[config.mk]
export PLATFORM = sky130hd
export DESIGN_NAME = ftdi_fifo_writer
export DESIGN_NICKNAME = d
export VERILOG_FILES = /design/src/rtl/ftdi_fifo_writer.sv
export SDC_FILE = /design/constraint.sdc
export NUM_CORES = 1
export LEC_CHECK = 0
export ABC_AREA = 0
export ABC_CLOCK_PERIOD_IN_PS = 9690
export BUFFER_PORTS_ARGS = -buffer_cell sky130_fd_sc_hd__clkbuf_2
export CORE_AREA = 2 2 109 111
export DETAILED_ROUTE_END_ITERATION = 6
export DIE_AREA = 0 0 111 113
export HOLD_SLACK_MARGIN = 0.15
export PLACE_DENSITY = 0.73
export SETUP_SLACK_MARGIN = 0.4
export SLEW_MARGIN = 10
export SYNTH_ARGS = -nofsm -noshare
export SYNTH_HDL_FRONTEND = slang
export SYNTH_SLANG_ARGS = --single-unit
[constraint.sdc]
create_clock -name clock -period 9.69 [get_ports clock]
set_input_delay 0.4845 -clock clock [delete_from_list [all_inputs] [get_ports clock]]
set_output_delay 0.4845 -clock clock [all_outputs]
set_load 0.005 [all_outputs]
[src/rtl/ftdi_fifo_writer.sv]
// Byte-pair FIFO draining to the FT232H asynchronous 245-FIFO write port (WR#/TXE#).
// Optional macro FTDI_DROP_COUNT_EN adds the drop_count port and its saturating counter.
module ftdi_fifo_writer #(
   parameter int DEPTH         = 16,
   parameter int SETUP_CYCLES  = 1,
   parameter int STROBE_CYCLES = 2,
   parameter int HOLD_CYCLES   = 1
) (
   input  logic                       clock,
   input  logic                       reset_n,
   input  logic                       en,
   input  logic                       data_valid,
   input  logic [7:0]                 data1_in,
   input  logic [7:0]                 data2_in,
   input  logic                       txe_n,
   output logic                       wr_n,
   output logic [7:0]                 ftdi_data,
   output logic                       data_oe,
   output logic [$clog2(DEPTH):0]     fifo_count,
   output logic                       overflow
`ifdef FTDI_DROP_COUNT_EN
   ,
   output logic [15:0]                drop_count
`endif
);

   localparam int AW           = $clog2(DEPTH);
   localparam int GUARD_CYCLES = 3;
   localparam int MAX_A        = (SETUP_CYCLES > STROBE_CYCLES) ? SETUP_CYCLES : STROBE_CYCLES;
   localparam int MAX_B        = (HOLD_CYCLES > GUARD_CYCLES) ? HOLD_CYCLES : GUARD_CYCLES;
   localparam int MAXC         = (MAX_A > MAX_B) ? MAX_A : MAX_B;
   localparam int CW           = $clog2(MAXC) + 1;

   typedef logic [AW:0]   fill_t;
   typedef logic [AW-1:0] ptr_t;
   typedef logic [CW-1:0] tmr_t;

   localparam fill_t MAX_FILL  = fill_t'(DEPTH - 2);
   localparam tmr_t  SETUP_LD  = tmr_t'(SETUP_CYCLES - 1);
   localparam tmr_t  STROBE_LD = tmr_t'(STROBE_CYCLES - 1);
   localparam tmr_t  HOLD_LD   = tmr_t'(HOLD_CYCLES - 1);
   localparam tmr_t  GUARD_LD  = tmr_t'(GUARD_CYCLES - 1);

   typedef enum logic [2:0] {IDLE, SETUP, STROBE, HOLD, GUARD} state_t;

   state_t     state;
   tmr_t       tmr;
   ptr_t       wptr;
   ptr_t       wptr_nxt;
   ptr_t       rptr;
   logic [7:0] mem [DEPTH];
   logic       txe_meta;
   logic       txe_s;
   logic       push;
   logic       drop;
   logic       pop;

   always_ff @(posedge clock or negedge reset_n) begin
      if (!reset_n) begin
         txe_meta <= 1'b1;
         txe_s    <= 1'b1;
      end else begin
         txe_meta <= txe_n;
         txe_s    <= txe_meta;
      end
   end

   // Free-slot check uses the pre-pop count, so a same-cycle pop never enables a push.
   always_comb begin
      push     = data_valid && (fifo_count <= MAX_FILL);
      drop     = data_valid && (fifo_count > MAX_FILL);
      pop      = (state == STROBE) && (tmr == '0);
      wptr_nxt = wptr + ptr_t'(1);
   end

   always_ff @(posedge clock) begin
      if (push) begin
         mem[wptr]     <= data1_in;
         mem[wptr_nxt] <= data2_in;
      end
   end

   always_ff @(posedge clock or negedge reset_n) begin
      if (!reset_n) begin
         wptr       <= '0;
         fifo_count <= '0;
         overflow   <= 1'b0;
      end else begin
         if (push) begin
            wptr <= wptr + ptr_t'(2);
         end
         if (drop) begin
            overflow <= 1'b1;
         end
         case ({push, pop})
            2'b10:   fifo_count <= fifo_count + fill_t'(2);
            2'b01:   fifo_count <= fifo_count - fill_t'(1);
            2'b11:   fifo_count <= fifo_count + fill_t'(1);
            default: fifo_count <= fifo_count;
         endcase
      end
   end

`ifdef FTDI_DROP_COUNT_EN
   always_ff @(posedge clock or negedge reset_n) begin
      if (!reset_n) begin
         drop_count <= '0;
      end else if (drop && (drop_count != 16'hFFFF)) begin
         drop_count <= drop_count + 16'd1;
      end
   end
`endif

   // en and txe_s are only consulted in IDLE, so a started byte always runs to the end of GUARD.
   always_ff @(posedge clock or negedge reset_n) begin
      if (!reset_n) begin
         state     <= IDLE;
         tmr       <= '0;
         rptr      <= '0;
         wr_n      <= 1'b1;
         data_oe   <= 1'b0;
         ftdi_data <= '0;
      end else begin
         case (state)
            IDLE: begin
               if (en && (fifo_count != '0) && !txe_s) begin
                  state     <= SETUP;
                  tmr       <= SETUP_LD;
                  ftdi_data <= mem[rptr];
                  data_oe   <= 1'b1;
               end
            end
            SETUP: begin
               if (tmr == '0) begin
                  state <= STROBE;
                  tmr   <= STROBE_LD;
                  wr_n  <= 1'b0;
               end else begin
                  tmr <= tmr - tmr_t'(1);
               end
            end
            STROBE: begin
               if (tmr == '0) begin
                  state <= HOLD;
                  tmr   <= HOLD_LD;
                  wr_n  <= 1'b1;
                  rptr  <= rptr + ptr_t'(1);
               end else begin
                  tmr <= tmr - tmr_t'(1);
               end
            end
            HOLD: begin
               if (tmr == '0) begin
                  state     <= GUARD;
                  tmr       <= GUARD_LD;
                  data_oe   <= 1'b0;
                  ftdi_data <= '0;
               end else begin
                  tmr <= tmr - tmr_t'(1);
               end
            end
            GUARD: begin
               if (tmr == '0) begin
                  state <= IDLE;
               end else begin
                  tmr <= tmr - tmr_t'(1);
               end
            end
            default: begin
               state   <= IDLE;
               wr_n    <= 1'b1;
               data_oe <= 1'b0;
            end
         endcase
      end
   end

endmodule
==> results of run 1 <==
[registers in the layout, indices dropped and copies added, names as in the netlist]
signal and flops:
data_oe 1, wptr 3, mem 128, fifo_count 5, state 3, rptr 4
tmr 3, txe_meta 1, wr_n 1, txe_s 1, overflow 1, ftdi_data 8
[cell usage in the layout, fill, tap and decap left out, types with 9 or more instances in the layout]
cell type,instances
mux2_2,10
edfxtp_1,128
mux2i_1,10
nand2_1,15
dfrtp_1,27
nor2_1,21
o21ai_0,9
clkbuf_2,36
buf_4,10
clkbuf_16,17
mux4_2,25
nand3_1,10
[critical path, delay by kind of cell, from the launching register on]
kind / cells / cell delay (ns)
compound gates: 4 / 0.82
flops: 1 / 0.37
simple gates: 4 / 1.12
fa+ha+maj: 2 / 0.59
buf+inv: 1 / 0.14
[cell families after synthesis]
logic type | count (synthesis) | share of synthesized area, %
xor+xnor | 10 | 1.34
compound gates | 42 | 4.63
simple gates | 71 | 5.39
mux | 50 | 13.9
buf+inv | 26 | 2.12
fa+ha+maj | 10 | 1.99
flops | 159 | 70.7
[metrics by stage]
step / instances / util, %
after global routing: 572 / 67.3
after floorplan: 368 / -
after global placement: 539 / 61.3
after CTS: 572 / 67.3
final: 572 / 67.3
after detailed placement: 539 / 61.3
[power by group through the flow]
stage               clock [W]  sequential (W)  combinational, W
global route         0.000782        0.000958          0.000470
detailed placement          0        0.000955          0.000415
floorplan                   0        0.000897          0.000334
CTS                  0.000753        0.000944          0.000424
finish               0.000745        0.000943          0.000421
global placement            0        0.000948          0.000401
[area by class of cell]
class	count	share of cell area (%)
sequential	159	61.0
multi-input combinational	183	24.0
clock buffer	17	5.61
timing repair buffer	47	3.50
clock inverter	15	3.18
tap	143	2.36
inverter	8	0.396
[synthesized netlist by cell type (7+ instances only)]
library cell  count  area, sq um
a21oi_1           7         35.0
a221o_1           8         80.1
buf_2             8         40.0
dfrtp_1          28          701
edfxtp_1        128         3840
ha_1              8          100
inv_1             8         30.0
mux2_2           10          113
mux2i_1          10          100
mux4_2           25          563
nand2_1          15         56.3
nand3_1          10         50.1
nor2_1           21         78.8
o21ai_0           9         45.0
xnor2_1           8         70.1
[path summary, 6_finish.rpt]
check	start	to	slack, ns	depth (start not counted)
worst max-delay path	tmr[0]	fifo_count[4]	6.54	11
worst min register to register	txe_meta	txe_s	0.36	0
min in group clock	data2_in[1]	mem[11][1]	0.33	1
max in group asynchronous	reset_n	rptr[2]	8.98	1
worst min-delay path	reset_n	fifo_count[3]	0.14	1
worst max register to register	tmr[0]	fifo_count[4]	6.54	11
[routing by layer]
metal  vias to the layer above  GRT usage [%]  part of all wire [%]
met5                         -              0                     0
met4                         0           10.9                   2.7
met3                        34           4.93                   6.4
met2                       128           36.0                    50
met1                      1768           28.5                    41
li1                       1571              -                     -
==> flow_metrics.tcl, run 1 <==
set metrics [dict create \
    cp_max_fo 9 \
    portBuffers 36 \
    cp-start-kind "register" \
    worstMarginPinSlew_ns 1.04 \
    cap_violations 0 \
    rows 39 \
    clockBufferDepth 2 \
    ys_ff_latch 159 \
    gr-total-overflow 0 \
    syn_to_final_growth_pct 15.9 \
    combPwrFrac_pct 20.0 \
    register_area_sq_um 4620 \
    setup-tns-final_ns 0 \
    synth_area_per_cell_sq_um 17.8 \
    rsz0062_at_grt "false" \
    power_frac_seq_pct 44.7 \
    clk_latency_ns 0.42 \
    multi_input_area_sq_um 1820 \
    die_x_microns 111 \
    peakVddDrop_v 0.000160 \
    synth_flop_cell "edfxtp_1" \
    max_stage_delay_ns 0.41 \
    power_leakage_nw 2.67 \
    fin_crit_sh_pct 32.5 \
    whs_ns 0.141 \
    syn-cell-area_sq_um 6540 \
    setup_slack_ns 6.54 \
    route.detailed.drc 0 \
    finalPower_w 0.00211 \
    clk_pin_slew_worst_paths_ns 0.06 \
    cp_slowest_cell "nor2b_1" \
    drtIter0Drc 352 \
    cp.arrival_ns 3.46 \
    clkPwrFrac_pct 35.3 \
    gp_congestion 0.867 \
    ys.warnings.count 0 \
    antenna_found_initial 0 \
    skew_ns 0.0100 \
    path_class "reg -> reg" \
    synth-async-reset-ratio_pct 19.5 \
    hpwl_mm 7.20 \
    worstPathCellList "inv_1 -> ha_1 -> nor2b_1 -> and3_1 -> nand2_1 -> ha_1 -> nor2b_1 -> o21ai_0 -> a21oi_1 -> a41o_1 -> a221o_1" \
    dr.pass1.iters 5 \
    cts_resized 0 \
    yosysSeqAreaShare_pct 70.7 \
    end_kind "register" \
    final_nets 446 \
    wl_per_cell_microns 22.0 \
    cts_buffers 17 \
    powerDensity_nw_per_um2 278 \
    switching_share_pct 27.7 \
    die_area_sq_um 12500 \
    synthDistinctLibCells 52 \
    status "complete, no violations" \
    final_cell_area_sq_um 7580 \
    viasPerCell 6.12 \
    cts-root-buf "clkbuf_16" \
    pre_cts_ws_ns 6.57 \
    p_sw_w 0.000585 \
    boundaryPins 37 \
    synth_edf_count 128 \
    grt_start_max_net_pins 36 \
    cts_setup_buffers 0 \
    grt_pass1_wl_mm 20.2 \
    maxSlewHeadroom_pct 30.3 \
    fmax_mhz 317 \
    setup_viol 0 \
    place_area_sq_um 6910 \
    routed_wl_mm 12.6 \
    grt_usage_pct 22.1 \
    fin_crit_ns 3.15 \
    post_route_cells_drive_above_1_share_pct 29.1 \
    hold_path_class "in -> async" \
    num_vias 3501 \
    p_int_w 0.00152 \
    grt_pass1_vias 3617 \
    cts_tree "done" \
    cp.required_ns 9.99 \
    hold_viol 0 \
    htreeDepth 4 \
    ant_nets 0 \
    start_util_pct 58.0 \
    synth_nets 398 \
    fillers 727 \
    holdBufCountCts 1 \
    syn-instance-count 368 \
    drv_slew 0 \
    design.core.area_sq_um 11300 \
    diodes 0 \
    die_h_microns 113 \
    cts_num_sinks 159 \
]
Note: power is estimated with default switching activity, not from simulation.
==> run 2: changes to the inputs <==
Settings changed: ABC_CLOCK_PERIOD_IN_PS 9690 to 2840, CORE_AREA 2 2 109 111 to 2 2 114 116, DIE_AREA 0 0 111 113 to 0 0 116 118, PLACE_DENSITY 0.73 to 0.7.
Clock period 9.69 ns to 2.84 ns, I/O delays scaled along.
==> flow_metrics.tcl, run 2 (synthesis results as in run 1) <==
set metrics [dict create \
    cp.required_ns 3.14 \
    biggestRegsByFlops "mem (128), ftdi_data (8), fifo_count (5)" \
    final_nets 477 \
    drv_slew 0 \
    fillers 886 \
    end_kind "register" \
    route.detailed.drc 0 \
    hpwl_mm 7.51 \
    fmax_mhz 422 \
    layout_commonest_cell "edfxtp_1" \
    grt_pass1_wl_mm 19.8 \
    grt_pass1_vias 3577 \
    rows 41 \
    met2_usage_pct 31.3 \
    rsz0062_at_grt "true" \
    register_area_sq_um 4630 \
    wl_per_cell_microns 19.9 \
    design.core.area_sq_um 12400 \
    status "complete, no violations" \
    cap_violations 0 \
    maxSlewHeadroom_pct 44.2 \
    top_register "mem" \
    post_route_cells_drive_above_1_share_pct 32.6 \
    path_class "reg -> reg" \
    powerDensity_nw_per_um2 890 \
    whs_ns 0.237 \
    fin_crit_ns 2.37 \
    die_h_microns 118 \
    gr-total-overflow 0 \
    global_route.usage.met1_pct 27.2 \
    drtIter0Drc 317 \
    utilization_pct 63.8 \
    fin_crit_sh_pct 83.4 \
    setup-tns-final_ns 0 \
    num_vias 3584 \
    cts_tree "done" \
    cp_max_fo 5 \
    busiest_layer "met2" \
    viasPerCell 5.67 \
    clk_latency_ns 0.42 \
    die_area_sq_um 13700 \
    final_cell_mix "edfxtp_1, clkbuf_2, mux4_2, dfrtp_1, buf_4" \
    routed_wl_mm 12.6 \
    multi_input_area_sq_um 1930 \
    diodes 0 \
    htreeDepth 4 \
    portBuffers 36 \
    gr-usage-met3_pct 6.13 \
    hold_path_class "in -> reg" \
    die_x_microns 116 \
    gp_congestion 0.841 \
    setup_viol 0 \
    grt_start_max_net_pins 36 \
    power_leakage_nw 2.79 \
    antenna_found_initial 0 \
    largest_reg_flops 128 \
    clockBufferDepth 2 \
    cts_num_sinks 159 \
    ant_nets 0 \
    cts_buffers 17 \
    start_util_pct 52.7 \
    cp-start-kind "register" \
    cp.arrival_ns 2.67 \
    skew_ns 0.00675 \
    grt_usage_pct 19.9 \
    cts-root-buf "clkbuf_16" \
    boundaryPins 37 \
    dr.pass1.iters 4 \
    syn_to_final_growth_pct 21.0 \
    hold_viol 0 \
    peakVddDrop_v 0.000581 \
    worstMarginPinSlew_ns 0.837 \
    clk_pin_slew_worst_paths_ns 0.06 \
]
-- run 2: cell types whose count changed in the layout (fill, tap and decap cells not counted), moves of 3 or more --
cell / previous run / this run
ha_1: 8 / 5
clkinv_1: 1 / 4
bufinv_16: 6 / 1
inv_8: 0 / 3
dlygate4sd3_1: 1 / 19
buf_4: 10 / 22
-- run 2: final timing paths --
kind	startpoint	to	slack (ns)	cells past startpoint
worst max-delay path	fifo_count[0]	fifo_count[4]	0.47	10
worst min-delay path	en	data_oe	0.24	5
worst max register to register	fifo_count[0]	fifo_count[4]	0.47	10
worst min register to register	txe_meta	txe_s	0.36	0
max in group asynchronous	reset_n	fifo_count[2]	1.90	2
min in group asynchronous	reset_n	fifo_count[3]	0.36	2
-- run 2: final cells by class --
| class | instances | share of cell area, % |
|---|---|---|
| multi-input cells | 183 | 24.4 |
| flip-flops and latches | 159 | 58.4 |
| repair buffers | 78 | 7.02 |
| clock inverters | 15 | 1.69 |
| well taps | 172 | 2.72 |
| inverters | 8 | 0.379 |
| clock buffers | 17 | 5.37 |
-- run 2: stage by stage --
step,cell area [sq um],power (W),instances,setup WS (ns)
after detailed placement,7100,0.00484,576,0.341
after global routing,7920,0.00741,632,0.396
after CTS,7860,0.00702,627,0.412
final,7920,0.00705,632,0.473
after floorplan,6680,0.00434,368,0.408
after global placement,7100,0.00477,576,0.453
-- run 2: worst max-delay path, cell delays in order, from the launching register on --
cell	delay (ns)
dfrtp_1	0.42
nand3b_1	0.22
a31oi_4	0.22
and2_4	0.18
nand2_2	0.09
ha_4	0.24
nor2b_1	0.12
o21ai_1	0.16
a21oi_1	0.09
a41o_1	0.23
a221o_1	0.29
-- run 2: where the power goes --
group	switching (W)	internal, W	total (W)
clock network	0.000924	0.00122	0.00214
logic	0.000817	0.000872	0.00169
registers	0.000366	0.00285	0.00322
total	0.00211	0.00494	0.00705
-- run 2: per-layer routing --
layer,part of all wire (%),routed length [microns],vias up
met4,0.89,112,0
met2,50,6350,95
li1,-,-,1626
met1,44,5490,1852
met5,0,0,-
met3,5.0,627,11
-- run 2: repair_timing --
action,4_1_cts,5_1_grt
setup endpoints to repair,1,8
endpoints found under the hold margin,159,0
hold buffers,19,0
pin swaps,0,2
resized for setup,2,5
setup buffers,0,5
==> run 3: changes to the inputs <==
Settings changed: ABC_AREA 0 to 1, ABC_CLOCK_PERIOD_IN_PS 2840 to 2050, CORE_AREA 2 2 114 116 to 2 2 118 120, DIE_AREA 0 0 116 118 to 0 0 120 122, PLACE_DENSITY 0.7 to 0.71.
Clock period 2.84 ns to 2.05 ns, I/O delays scaled along.
==> flow_metrics.tcl, run 3 <==
set metrics [dict create \
    max_stage_delay_ns 0.42 \
    rsz0062_at_grt "true" \
    synth_nets 762 \
    drv_slew 0 \
    setup_viol 1 \
    grt_start_max_net_pins 68 \
    fin_crit_sh_pct 101 \
    status "finished, violations left" \
    synthSimpleGateAreaFrac_pct 22.6 \
    skew_ns 0.0106 \
    clockBufferDepth 2 \
    setup_slack_ns -0.0173 \
    setup-tns-final_ns -0.0173 \
    synthDistinctLibCells 33 \
    grt_usage_pct 23.1 \
    finalPower_w 0.0121 \
    syn-cell-area_sq_um 7180 \
    cp-start-kind "register" \
    yosys.area.top_type "edfxtp_1" \
    clk_pin_slew_worst_paths_ns 0.06 \
    route.detailed.drc 0 \
    synth_top_area_share_pct 53.5 \
    final_cell_area_sq_um 8960 \
    dr.pass1.iters 5 \
    whs_ns 0.214 \
    end_kind "register" \
    wl_per_cell_microns 15.6 \
    antenna_found_initial 0 \
    ys.warnings.count 0 \
    power_leakage_nw 3.97 \
    synth_edf_count 128 \
    cts-root-buf "clkbuf_16" \
    rows 43 \
    cp_slowest_cell "dfrtp_2" \
    cts_num_sinks 159 \
    layout_commonest_cell "nand2_1" \
    fmax_mhz 484 \
    cpMostUsedCell "nand2_2" \
    worstPathCellList "ha_4 -> nand2_2 -> inv_2 -> nand2_2 -> nand3_4 -> nor2_4 -> inv_4 -> ha_4 -> nand3b_1 -> nand2_2 -> xor2_2 -> nand2_1 -> nand2_1 -> nand3_1" \
    htreeDepth 4 \
    place_area_sq_um 7910 \
    hold_path_class "in -> reg" \
    synth_commonest_cells "nand2_1, edfxtp_1, inv_1" \
    fin_crit_ns 2.07 \
    routed_wl_mm 15.9 \
    powerDensity_nw_per_um2 1350 \
    portBuffers 36 \
    num_vias 5165 \
    synth_xor_area_share_pct 1.10 \
    start_util_pct 53.2 \
    final_nets 856 \
    path_class "reg -> reg" \
    post_route_cells_drive_above_1_share_pct 18.8 \
    cp.arrival_ns 2.37 \
    syn_to_final_growth_pct 24.8 \
    final_cell_mix "nand2_1, edfxtp_1, inv_1" \
    peakVddDrop_v 0.000687 \
    largest_reg_flops 128 \
    violations "negative setup slack" \
    clk_latency_ns 0.43 \
    cp_max_fo 4 \
    cp.required_ns 2.35 \
    hold_viol 0 \
    cap_violations 0 \
    worstMarginPinSlew_ns 0.796 \
    drtIter0Drc 366 \
    synth_area_per_cell_sq_um 9.81 \
    die_h_microns 122 \
    synth_area_leaders "edfxtp_1, nand2_1, dfrtp_1, nand3_1, inv_1" \
    biggestRegsByFlops "mem (128), ftdi_data (8), fifo_count (5)" \
    design.core.area_sq_um 13500 \
    critPathTopFamily "simple AND/OR/NAND/NOR gates" \
    gp_congestion 0.872 \
    boundaryPins 37 \
    synth-async-reset-ratio_pct 19.5 \
    synth.most_common_cell "nand2_1" \
    synth_compound_area_share_pct 1.69 \
    hpwl_mm 9.53 \
    utilization_pct 66.4 \
    yosysSeqAreaShare_pct 64.4 \
    diodes 0 \
    yosys.area_share.adder_pct 1.67 \
    gr-total-overflow 0 \
    ys_ff_latch 159 \
    die_x_microns 120 \
    viasPerCell 5.08 \
    grt_pass1_wl_mm 25.2 \
    syn-instance-count 732 \
    cts_tree "done" \
    top_register "mem" \
    synth_top_family_by_area "simple AND/OR/NAND/NOR gates" \
    maxSlewHeadroom_pct 46.9 \
    ant_nets 0 \
    die_area_sq_um 14600 \
    muxShareOfSynthArea_pct 0 \
    path_buf_inv 2 \
    synth_flop_cell "edfxtp_1" \
    cts_buffers 17 \
    grt_pass1_vias 5118 \
]
==> run 3: cell types whose count changed in the layout (fill, tap and decap cells not counted), moves of 6 or more <==
cell	change
nand3_1	+95
mux4_2	-25
buf_6	+9
mux2_2	-10
nand2_2	+6
mux2i_1	-10
xnor2_1	-6
nor2_4	+10
nand2_1	+223
a221o_1	-8
nor2_1	-10
buf_12	+11
inv_1	+106
==> run 3: per-layer routing <==
metal	track usage, %	part of all wire [%]
met1	27.9	40
met2	39.2	51
met3	5.24	6.3
met4	11.8	3.2
met5	0	0
==> run 3: tightest hold or removal path: cells and delay by family <==
| kind | cells | cell delay [ns] |
|---|---|---|
| compound gates | 1 | 0.05 |
| buf+inv | 2 | 0.12 |
| simple gates | 5 | 0.32 |
==> run 3: kinds of logic (layout without fill, tap and decap cells) <==
group           after synthesis  in the layout
buf+inv                     150            254
simple gates                383            383
fa+ha+maj                     9              9
flops                       159            159
compound gates               22             22
xor+xnor                      9              9
==> run 3: stage by stage <==
stage                     cells  setup WS (ns)
after global routing       1016         -0.114
after floorplan             732         0.0441
after detailed placement    952        -0.0332
after global placement      952         0.0487
final                      1016        -0.0173
after CTS                  1012         0.0186
==> run 3: power breakdown <==
part | leakage, nW | internal [W] | switching [W] | total [W]
Combinational | 2.19 | 0.00185 | 0.00313 | 0.00498
Sequential | 1.53 | 0.00398 | 0.000273 | 0.00425
Clock | 0.263 | 0.00175 | 0.00116 | 0.00291
==> run 3: cell type report <==
type | instances | area (sq um)
clock buffer | 20 | 437
multi-input combinational | 423 | 2120
inverter | 125 | 484
tap | 180 | 225
sequential | 159 | 4630
timing repair buffer | 100 | 970
fill | 1014 | 4540
clock inverter | 9 | 96.3
==> run 3: final timing paths <==
check | from | endpoint | slack [ns] | depth (start not counted)
hold / removal | en | data_oe | 0.21 | 8
hold reg to reg | txe_meta | txe_s | 0.36 | 0
setup reg to reg | fifo_count[2] | fifo_count[4] | -0.02 | 14
min in group asynchronous | reset_n | state[1] | 0.29 | 2
max in group asynchronous | reset_n | rptr[0] | 1.20 | 2
setup / recovery | fifo_count[2] | fifo_count[4] | -0.02 | 14
==> run 3: repair_timing <==
item,4_1_cts,5_1_grt
setup endpoints to repair,135,144
hold endpoints to repair,159,0
buffers inserted,8,4
pin swaps,12,12
gates resized for setup,19,18
hold buffers,19,0
cloned,4,0
